## config.mk

```make
export PLATFORM = sky130hd
export DESIGN_NAME = port_array_gather_flat
export DESIGN_NICKNAME = d
export VERILOG_FILES = /design/src/rtl/port_array_gather_if.sv /design/src/rtl/port_array_gather.sv /design/src/flat_wrapper.sv
export SDC_FILE = /design/constraint.sdc
export NUM_CORES = 1
export LEC_CHECK = 0
export ABC_AREA = 1
export CAP_MARGIN = 30
export CORE_ASPECT_RATIO = 0.9
export CORE_MARGIN = 1
export CORE_UTILIZATION = 46
export DETAILED_ROUTE_END_ITERATION = 8
export GPL_TIMING_DRIVEN = 0
export PLACE_DENSITY = 0.9
export RECOVER_POWER = 100
export SYNTH_ARGS = -nofsm -noshare
export SYNTH_HDL_FRONTEND = slang
export SYNTH_SLANG_ARGS = --single-unit
```

## constraint.sdc

```tcl
create_clock -name clk -period 2.11 [get_ports clk]
set_clock_uncertainty 0.1 [all_clocks]
set_input_delay 0.422 -clock clk [delete_from_list [all_inputs] [get_ports clk]]
set_output_delay 0.422 -clock clk [all_outputs]
set_load 0.005 [all_outputs]
```

## src/rtl/port_array_gather_if.sv

```systemverilog
// Stream-in / array-out bundle for port_array_gather.
//   in_valid/in_ready/in_data/in_last   : serial word stream into the gatherer
//   out_valid/out_ready/out_data[]      : assembled group, one word per element
//   out_count/out_trunc/err_overrun     : group length, truncation flag, sticky overrun
// master: upstream/downstream side (drives words and out_ready)
// slave : the gatherer itself
interface port_array_gather_if #(
    parameter int unsigned WIDTH  = 32,
    parameter int unsigned NWORDS = 2
);
    localparam int unsigned CW = $clog2(NWORDS + 1);

    logic             in_valid;
    logic             in_ready;
    logic [WIDTH-1:0] in_data;
    logic             in_last;
    logic             out_valid;
    logic             out_ready;
    logic [WIDTH-1:0] out_data [NWORDS];
    logic [CW-1:0]    out_count;
    logic             out_trunc;
    logic             err_overrun;

    modport master (
        output in_valid, in_data, in_last, out_ready,
        input  in_ready, out_valid, out_data, out_count, out_trunc, err_overrun
    );

    modport slave (
        input  in_valid, in_data, in_last, out_ready,
        output in_ready, out_valid, out_data, out_count, out_trunc, err_overrun
    );
endinterface

```

## src/rtl/port_array_gather.sv

```systemverilog
// Gathers a serial valid/ready word stream into groups of up to NWORDS words and
// presents each group as an unpacked array on a second valid/ready handshake.
// Ports:
//   clk   : rising-edge clock
//   reset : synchronous active-high reset
//   bus   : port_array_gather_if.slave (input stream, output group, status)
// A group closes on in_last or when NWORDS words have been taken; the latter
// sets out_trunc and the sticky err_overrun. While a group is held, in_ready
// follows out_ready so a word can enter element 0 in the release cycle.
module port_array_gather #(
    parameter int unsigned WIDTH  = 32,
    parameter int unsigned NWORDS = 2
) (
    input  logic                clk,
    input  logic                reset,
    port_array_gather_if.slave  bus
);
    localparam int unsigned CW = $clog2(NWORDS + 1);
    localparam int unsigned IW = (NWORDS > 1) ? $clog2(NWORDS) : 1;
    localparam logic [IW-1:0] IDX_LAST = IW'(NWORDS - 1);

    typedef enum logic {
        S_FILL = 1'b0,
        S_HOLD = 1'b1
    } state_t;

    state_t           r_state;
    state_t           w_state_nxt;
    logic [IW-1:0]    r_idx;
    logic [IW-1:0]    w_idx_nxt;
    logic [WIDTH-1:0] r_data     [NWORDS];
    logic [WIDTH-1:0] w_data_nxt [NWORDS];
    logic [CW-1:0]    r_count;
    logic [CW-1:0]    w_count_nxt;
    logic             r_trunc;
    logic             w_trunc_nxt;
    logic             r_err;
    logic             w_err_nxt;
    logic             w_in_ready;
    logic             w_accept;
    logic             w_release;

    // Next-state and datapath update; defaults hold every register.
    always_comb begin
        w_state_nxt = r_state;
        w_idx_nxt   = r_idx;
        w_data_nxt  = r_data;
        w_count_nxt = r_count;
        w_trunc_nxt = r_trunc;
        w_err_nxt   = r_err;
        w_in_ready  = 1'b0;

        // Ready is forced low while reset is asserted, so no word is taken then.
        if (!reset) begin
            w_in_ready = (r_state == S_FILL) ? 1'b1 : bus.out_ready;
        end
        w_accept  = bus.in_valid & w_in_ready;
        w_release = (r_state == S_HOLD) & bus.out_ready;

        case (r_state)
            S_FILL: begin
                if (w_accept) begin
                    w_data_nxt[r_idx] = bus.in_data;
                    if (bus.in_last || (r_idx == IDX_LAST)) begin
                        w_state_nxt = S_HOLD;
                        w_idx_nxt   = '0;
                        w_count_nxt = CW'(r_idx) + CW'(1);
                        w_trunc_nxt = ~bus.in_last;
                        w_err_nxt   = r_err | ~bus.in_last;
                    end else begin
                        w_idx_nxt = r_idx + IW'(1);
                    end
                end
            end

            S_HOLD: begin
                if (w_release) begin
                    // Released group clears so unwritten elements read zero next time.
                    for (int unsigned i = 0; i < NWORDS; i++) begin
                        w_data_nxt[i] = '0;
                    end
                    w_state_nxt = S_FILL;
                    w_idx_nxt   = '0;
                    w_count_nxt = '0;
                    w_trunc_nxt = 1'b0;
                    if (w_accept) begin
                        w_data_nxt[0] = bus.in_data;
                        if (bus.in_last || (NWORDS == 1)) begin
                            // The incoming word closes a new group immediately.
                            w_state_nxt = S_HOLD;
                            w_count_nxt = CW'(1);
                            w_trunc_nxt = ~bus.in_last;
                            w_err_nxt   = r_err | ~bus.in_last;
                        end else begin
                            w_idx_nxt = IW'(1);
                        end
                    end
                end
            end

            default: begin
                w_state_nxt = S_FILL;
            end
        endcase
    end

    // State and group registers.
    always_ff @(posedge clk) begin
        if (reset) begin
            r_state <= S_FILL;
            r_idx   <= '0;
            for (int unsigned i = 0; i < NWORDS; i++) begin
                r_data[i] <= '0;
            end
            r_count <= '0;
            r_trunc <= 1'b0;
            r_err   <= 1'b0;
        end else begin
            r_state <= w_state_nxt;
            r_idx   <= w_idx_nxt;
            for (int unsigned i = 0; i < NWORDS; i++) begin
                r_data[i] <= w_data_nxt[i];
            end
            r_count <= w_count_nxt;
            r_trunc <= w_trunc_nxt;
            r_err   <= w_err_nxt;
        end
    end

    assign bus.in_ready    = w_in_ready;
    assign bus.out_valid   = (r_state == S_HOLD);
    assign bus.out_count   = r_count;
    assign bus.out_trunc   = r_trunc;
    assign bus.err_overrun = r_err;

    for (genvar g = 0; g < NWORDS; g++) begin : g_out
        assign bus.out_data[g] = r_data[g];
    end
endmodule

```

## src/flat_wrapper.sv

```systemverilog
// flat-port wrapper written by rule: the top's interface ports become plain ports
module port_array_gather_flat 
#(
    parameter int unsigned WIDTH  = 32,
    parameter int unsigned NWORDS = 2
)
  (clk, reset, bus_in_valid, bus_in_data, bus_in_last, bus_out_ready, bus_in_ready, bus_out_valid, bus_out_data, bus_out_count, bus_out_trunc, bus_err_overrun);
  port_array_gather_if #(.WIDTH(WIDTH), .NWORDS(NWORDS)) bus_i ();
  input  logic clk;
  input  logic reset;
  input wire logic [$bits(bus_i.in_valid)-1:0] bus_in_valid;
  input wire logic [$bits(bus_i.in_data)-1:0] bus_in_data;
  input wire logic [$bits(bus_i.in_last)-1:0] bus_in_last;
  input wire logic [$bits(bus_i.out_ready)-1:0] bus_out_ready;
  output wire logic [$bits(bus_i.in_ready)-1:0] bus_in_ready;
  output wire logic [$bits(bus_i.out_valid)-1:0] bus_out_valid;
  output wire logic [$bits(bus_i.out_data)-1:0] bus_out_data;
  output wire logic [$bits(bus_i.out_count)-1:0] bus_out_count;
  output wire logic [$bits(bus_i.out_trunc)-1:0] bus_out_trunc;
  output wire logic [$bits(bus_i.err_overrun)-1:0] bus_err_overrun;
  assign bus_i.in_valid = bus_in_valid;
  assign bus_i.in_data = bus_in_data;
  assign bus_i.in_last = bus_in_last;
  assign bus_i.out_ready = bus_out_ready;
  assign bus_in_ready = bus_i.in_ready;
  assign bus_out_valid = bus_i.out_valid;
  assign bus_out_data = {>>{bus_i.out_data}};
  assign bus_out_count = bus_i.out_count;
  assign bus_out_trunc = bus_i.out_trunc;
  assign bus_err_overrun = bus_i.err_overrun;
  port_array_gather #(.WIDTH(WIDTH), .NWORDS(NWORDS)) u_core (.clk(clk), .reset(reset), .bus(bus_i));
endmodule
```

; ---- Yosys cells after proc, flatten, opt, wreduce, memory -nomap -nowiden
; Index checks and enable logic that the tools add are counted.
[totals]
register_bits = 70
latch_bits = 0
ramBits = 0
romBits = 0
in_bits = 37
out_inout_bits = 70
word_cells = 66
memories = 0
[classes]
addsub = 2
n_mul = 0
div = 0
magnitude_cmp = 2
n_eq_ne = 5
shifts = 0
mux = 39
bitwise = 6
n_reduce_logical = 5
[op_table]
columns = op, n
row1 = $mux 64, 2
row2 = $pmux 64 s2, 1
row3 = $bwmux 64, 1
row4 = $mux 32, 2
row5 = $demux 32 s1, 1
row6 = $mux 1, 23
row7 = $mux 2, 4
row8 = $ne 2x2->1 const B, 4
row9 = $pmux 1 s2, 4
row10 = $reduce_and 5->1, 1
row11 = $pmux 2 s2, 1
row12 = $reduce_and 3->1, 1
row13 = $add 1x1->2 const B, 1
row14 = $and 1x1->1, 2
row15 = $ge 2x2->1 const B, 1
row16 = $lt 2x1->1 const B, 1
row17 = $ne 2x1->1 const B, 1
row18 = $not 1->1, 2
row19 = $not 1->2, 1
row20 = $reduce_and 2->1, 1
row21 = $add 1x1->1 const B, 1
row22 = $logic_and 1x1->1, 1
row23 = $logic_or 1x1->1, 1
row24 = $or 1x1->1, 1

; ---- Longest topological paths before layout
[logic_depth]
depth_word = 8
ltp_mapped = 9

; ---- Worst setup path after synthesis
; No wires, ideal clock.
[synth_path]
kind = input to register
from = input reset
to = register u_core.r_data (netlist bit u_core.bus.out_data[53])
setup_time_ps = 113
arrival_ps = 1139
required_time_ps = 1897
slack_ps = 758
stages = 6
n_path_buf = 0
cell_sequence = inv_2 -> nand3_4 -> a21oi_2 -> nand2_1 -> nand2_1 -> nor2_1
[synth_via]
elab_chain_cells = 5
word_cells_on_any_way = 7
classes_between = eq/ne (1) / mux (4) / bitwise (1) / reduce/logical (1)
[synth_rtl]
columns = element, line
row1 = from (decl), flat_wrapper.sv:10  ; input logic reset;
row2 = $mux 1, port_array_gather.sv:54  ; if (!reset) begin
row3 = $and 1x1->1, port_array_gather.sv:57  ; w_accept = bus.in_valid & w_in_ready;
row4 = $mux 32, port_array_gather.sv:86  ; if (w_accept) begin
row5 = $mux 64, port_array_gather.sv:77  ; if (w_release) begin
row6 = $pmux 64 s2, port_array_gather.sv:60  ; case (r_state)
row7 = "to (signal, indexed assignment)", port_array_gather.sv:122  ; r_data[i] <= w_data_nxt[i];
row8 = to (decl), port_array_gather.sv:31  ; logic [WIDTH-1:0] r_data [NWORDS];
; Several ways; a longest one is shown, not always the timed one. The select of a mux whose other input is x is not followed.
; A chain may end at the register's enable or synchronous reset.

; ---- Worst setup path in the final report
[layout_path]
from = input bus_out_ready
to = output bus_in_ready
[layout_via]
elab_chain_cells = 2
[layout_rtl]
columns = element, line
row1 = from (decl), flat_wrapper.sv:14  ; input wire logic [$bits(bus_i.out_ready)-1:0] bus_out_ready;
row2 = $mux 1, port_array_gather.sv:55  ; w_in_ready = (r_state == S_FILL) ? 1'b1 : bus.out_ready;
row3 = $mux 1, port_array_gather.sv:54
row4 = to (decl), flat_wrapper.sv:15  ; output wire logic [$bits(bus_i.in_ready)-1:0] bus_in_ready;
; No other way between the ends.

==> qor.txt <==
Outcome: complete, no violations
Die height: 74.7 um
Clk Latency, worst-skew pair: 350 ps
I/O pin count: 107
Synthesized cell area: 2700 um2
Hold WS: 359 ps
H-tree depth: 3
R2R cell count: 8
Antenna Nets Post-Route: 0
Clock slew at reported path FFs: 70 ps
Clock Root Buffer: clkbuf_8
#FFs+latches synth: 70
Dpl ws: -326 ps
Routed WL per cell: 13.5 um
Largest net degree at the start of global routing: 13
Final Worst Setup Slack: 153 ps
Slew headroom: 65.4%
Min-Delay Endpoint: u_core.bus.out_data[50]
Internal power: 2.25 mW
DP HPWL: 5.29 mm
Final-stage net count: 510
EDFF count, synth: 0
Syn avg cell area: 7.58 um2
Crit path time final: 1960 ps
Pwr dens: 730 nW/um2
Worst Hold Depth: 2
Worst reg2reg path startpoint: u_core.bus.out_valid
Reg2Reg Setup Slack: 240 ps
RSZ-0062 raised after global routing: no
CP Capture Type: primary output
Peak supply drop: 553 uV
Final period util: 92.7%
CP required: 1590 ps
Total Wirelength: 7.41 mm
Initial antenna violation count: 0
First-pass GRT wire length: 11.4 mm
Die width: 82.7 um
Design Area, Final: 4060 um2
FFs w/ async S/R, synth: 0%
Die footprint: 6180 um2
Main synth FF type: dfxtp_1
Num CTS Buffers: 9
Final hold vios: 0
Vias: 2770
Port bufs: 106
Remaining Overflow, GRT: 0
Vias per cell: 5.05
Final setup fails: 0
Max clock buf depth: 2
LEAKAGE: 1.74 nW
N_diodes: 0
CP Launch Type: input pin
Post-CTS Resized: 5
Area growth, synth to finish: 50.3%
Count of cell types in the netlist: 18
Logic pwr share: 12.5%
HP Start: u_core.bus.out_data[50]
Vias in the first global route: 2461
Pwr Total: 2.96 mW
Initial DRT Pass Iterations: 4
Num rows: 26
Reg2reg end: u_core.bus.out_data[47]
Hold-fix buffers, CTS: 0
Worst hold path class: flip-flop to flip-flop
Reg power frac: 47.2%
Sequential area share after synthesis: 51.9%
Starting Density: 47.7%
Sw Share: 24.0%
Clock power share: 40.4%
Core Util, Final: 71.7%
Net Sw Power: 0.711 mW
Share of cells above drive strength 1: 6.90%
DP Area: 3850 um2
Syn. warnings: 0
Residual DRC count: 0
Critical Path AT: 1430 ps
Total GRT Usage: 25.2%
CTS tree: built
Worst Path Max Fanout: 3
Syn nets: 393
Max-slew violations: 0
Fmax: 0.511 GHz
DR iter-0 viols: 126
Core Area: 5660 um2
TritonCTS Sinks: 70
Setup Fix Bufs, Post-CTS: 0
Maxcap violations: 0
GPL Wtd Cong: 0.843
Instance count of the mapped netlist: 356
Worst-margin pin slew: 519 ps
Crit Path Class: input pin to primary output
[power groups by stage]
stage / Clock, mW / Sequential (mW) / Combinational [mW]
2_1_floorplan: 0 / 1.43 / 0.164
3_3_place_gp: 0 / 1.43 / 0.380
3_5_place_dp: 0 / 1.43 / 0.388
4_1_cts: 1.21 / 1.40 / 0.391
5_1_grt: 1.27 / 1.40 / 0.410
6_report: 1.19 / 1.40 / 0.369
[routing by layer]
metal	GRT usage (%)	part of all wire, %	up-vias
met2	40.5	47	118
met1	29.9	41	1273
met3	11.4	10	11
li1	-	-	1368
met4	8.62	1.1	0
met5	0	0	-
[per-stage QoR]
| stage | setup TNS [ps] | std cells |
|---|---|---|
| global placement | -313 | 532 |
| global route | 0 | 548 |
| CTS | 0 | 548 |
| finish | 0 | 548 |
| floorplan | 0 | 356 |
| detailed placement | -326 | 532 |
[registers in the layout, summed over array words and instances, names as in the netlist]
register	count
u_core.r_idx	1
u_core.bus.out_trunc	1
u_core.bus.out_valid	1
u_core.bus.out_count	2
u_core.bus.err_overrun	1
u_core.bus.out_data	64
[cell usage in the layout (no fill, tap or decap), types with 2 or more instances in the layout]
cell,instances
dfxtp_1,70
inv_2,2
inv_1,17
buf_4,2
buf_6,4
clkbuf_8,11
bufinv_16,2
nand2_2,2
clkbuf_1,14
a21oi_1,66
dlygate4sd2_1,2
clkinvlp_4,2
nor2_4,2
clkdlybuf4s50_1,35
nand2_4,2
nand2_1,125
nor2_1,23
clkinv_2,2
nand3_1,22
dlygate4sd3_1,69
[worst max-delay path, stage by stage]
cell and delay (ps):
clkdlybuf4s50_1 480, inv_1 70, nand2_4 70, inv_1 60
nor2_1 80, dlygate4sd2_1 250
[cell type report]
cell class / count / area (um2)
flip-flops and latches: 70 / 1400
plain buffers: 22 / 130
multi-input cells: 245 / 1080
clock inverters: 6 / 85.1
inverters: 19 / 71.3
clock buffers: 10 / 138
repair buffers: 106 / 1060
well taps: 70 / 87.6
fillers: 476 / 1600
[synth_stat cells, types with 2 or more instances]
master	number	share of area, %
a21oi_1	66	12
buf_2	5	0.93
buf_4	4	1.1
buf_6	4	1.7
clkbuf_1	8	1.1
dfxtp_1	70	52
inv_1	17	2.4
inv_2	2	0.28
nand2_1	124	17
nand2_2	2	0.46
nand2_4	3	1.3
nand3_1	22	4.1
nor2_1	23	3.2
nor2_4	2	0.83
[cells by family (layout without fill, tap and decap cells)]
kind of cell | count (synthesis) | count (layout) | synth area share (%)
buf+inv | 41 | 163 | 7.60
compound gates | 68 | 68 | 12.7
simple gates | 177 | 177 | 27.7
flops | 70 | 70 | 51.9
[how the worst max path moves through the flow]
stage                     slack, ps                       to          start  cells past startpoint
after global placement         -310             bus_in_ready          reset                      4
final                           150             bus_in_ready  bus_out_ready                      6
after CTS                       150             bus_in_ready  bus_out_ready                      6
after global routing             40  u_core.bus.out_data[19]  bus_out_ready                      9
after detailed placement       -330             bus_in_ready          reset                      4
after floorplan                 760  u_core.bus.out_data[53]          reset                      6
(Power assumes the default switching activity.)
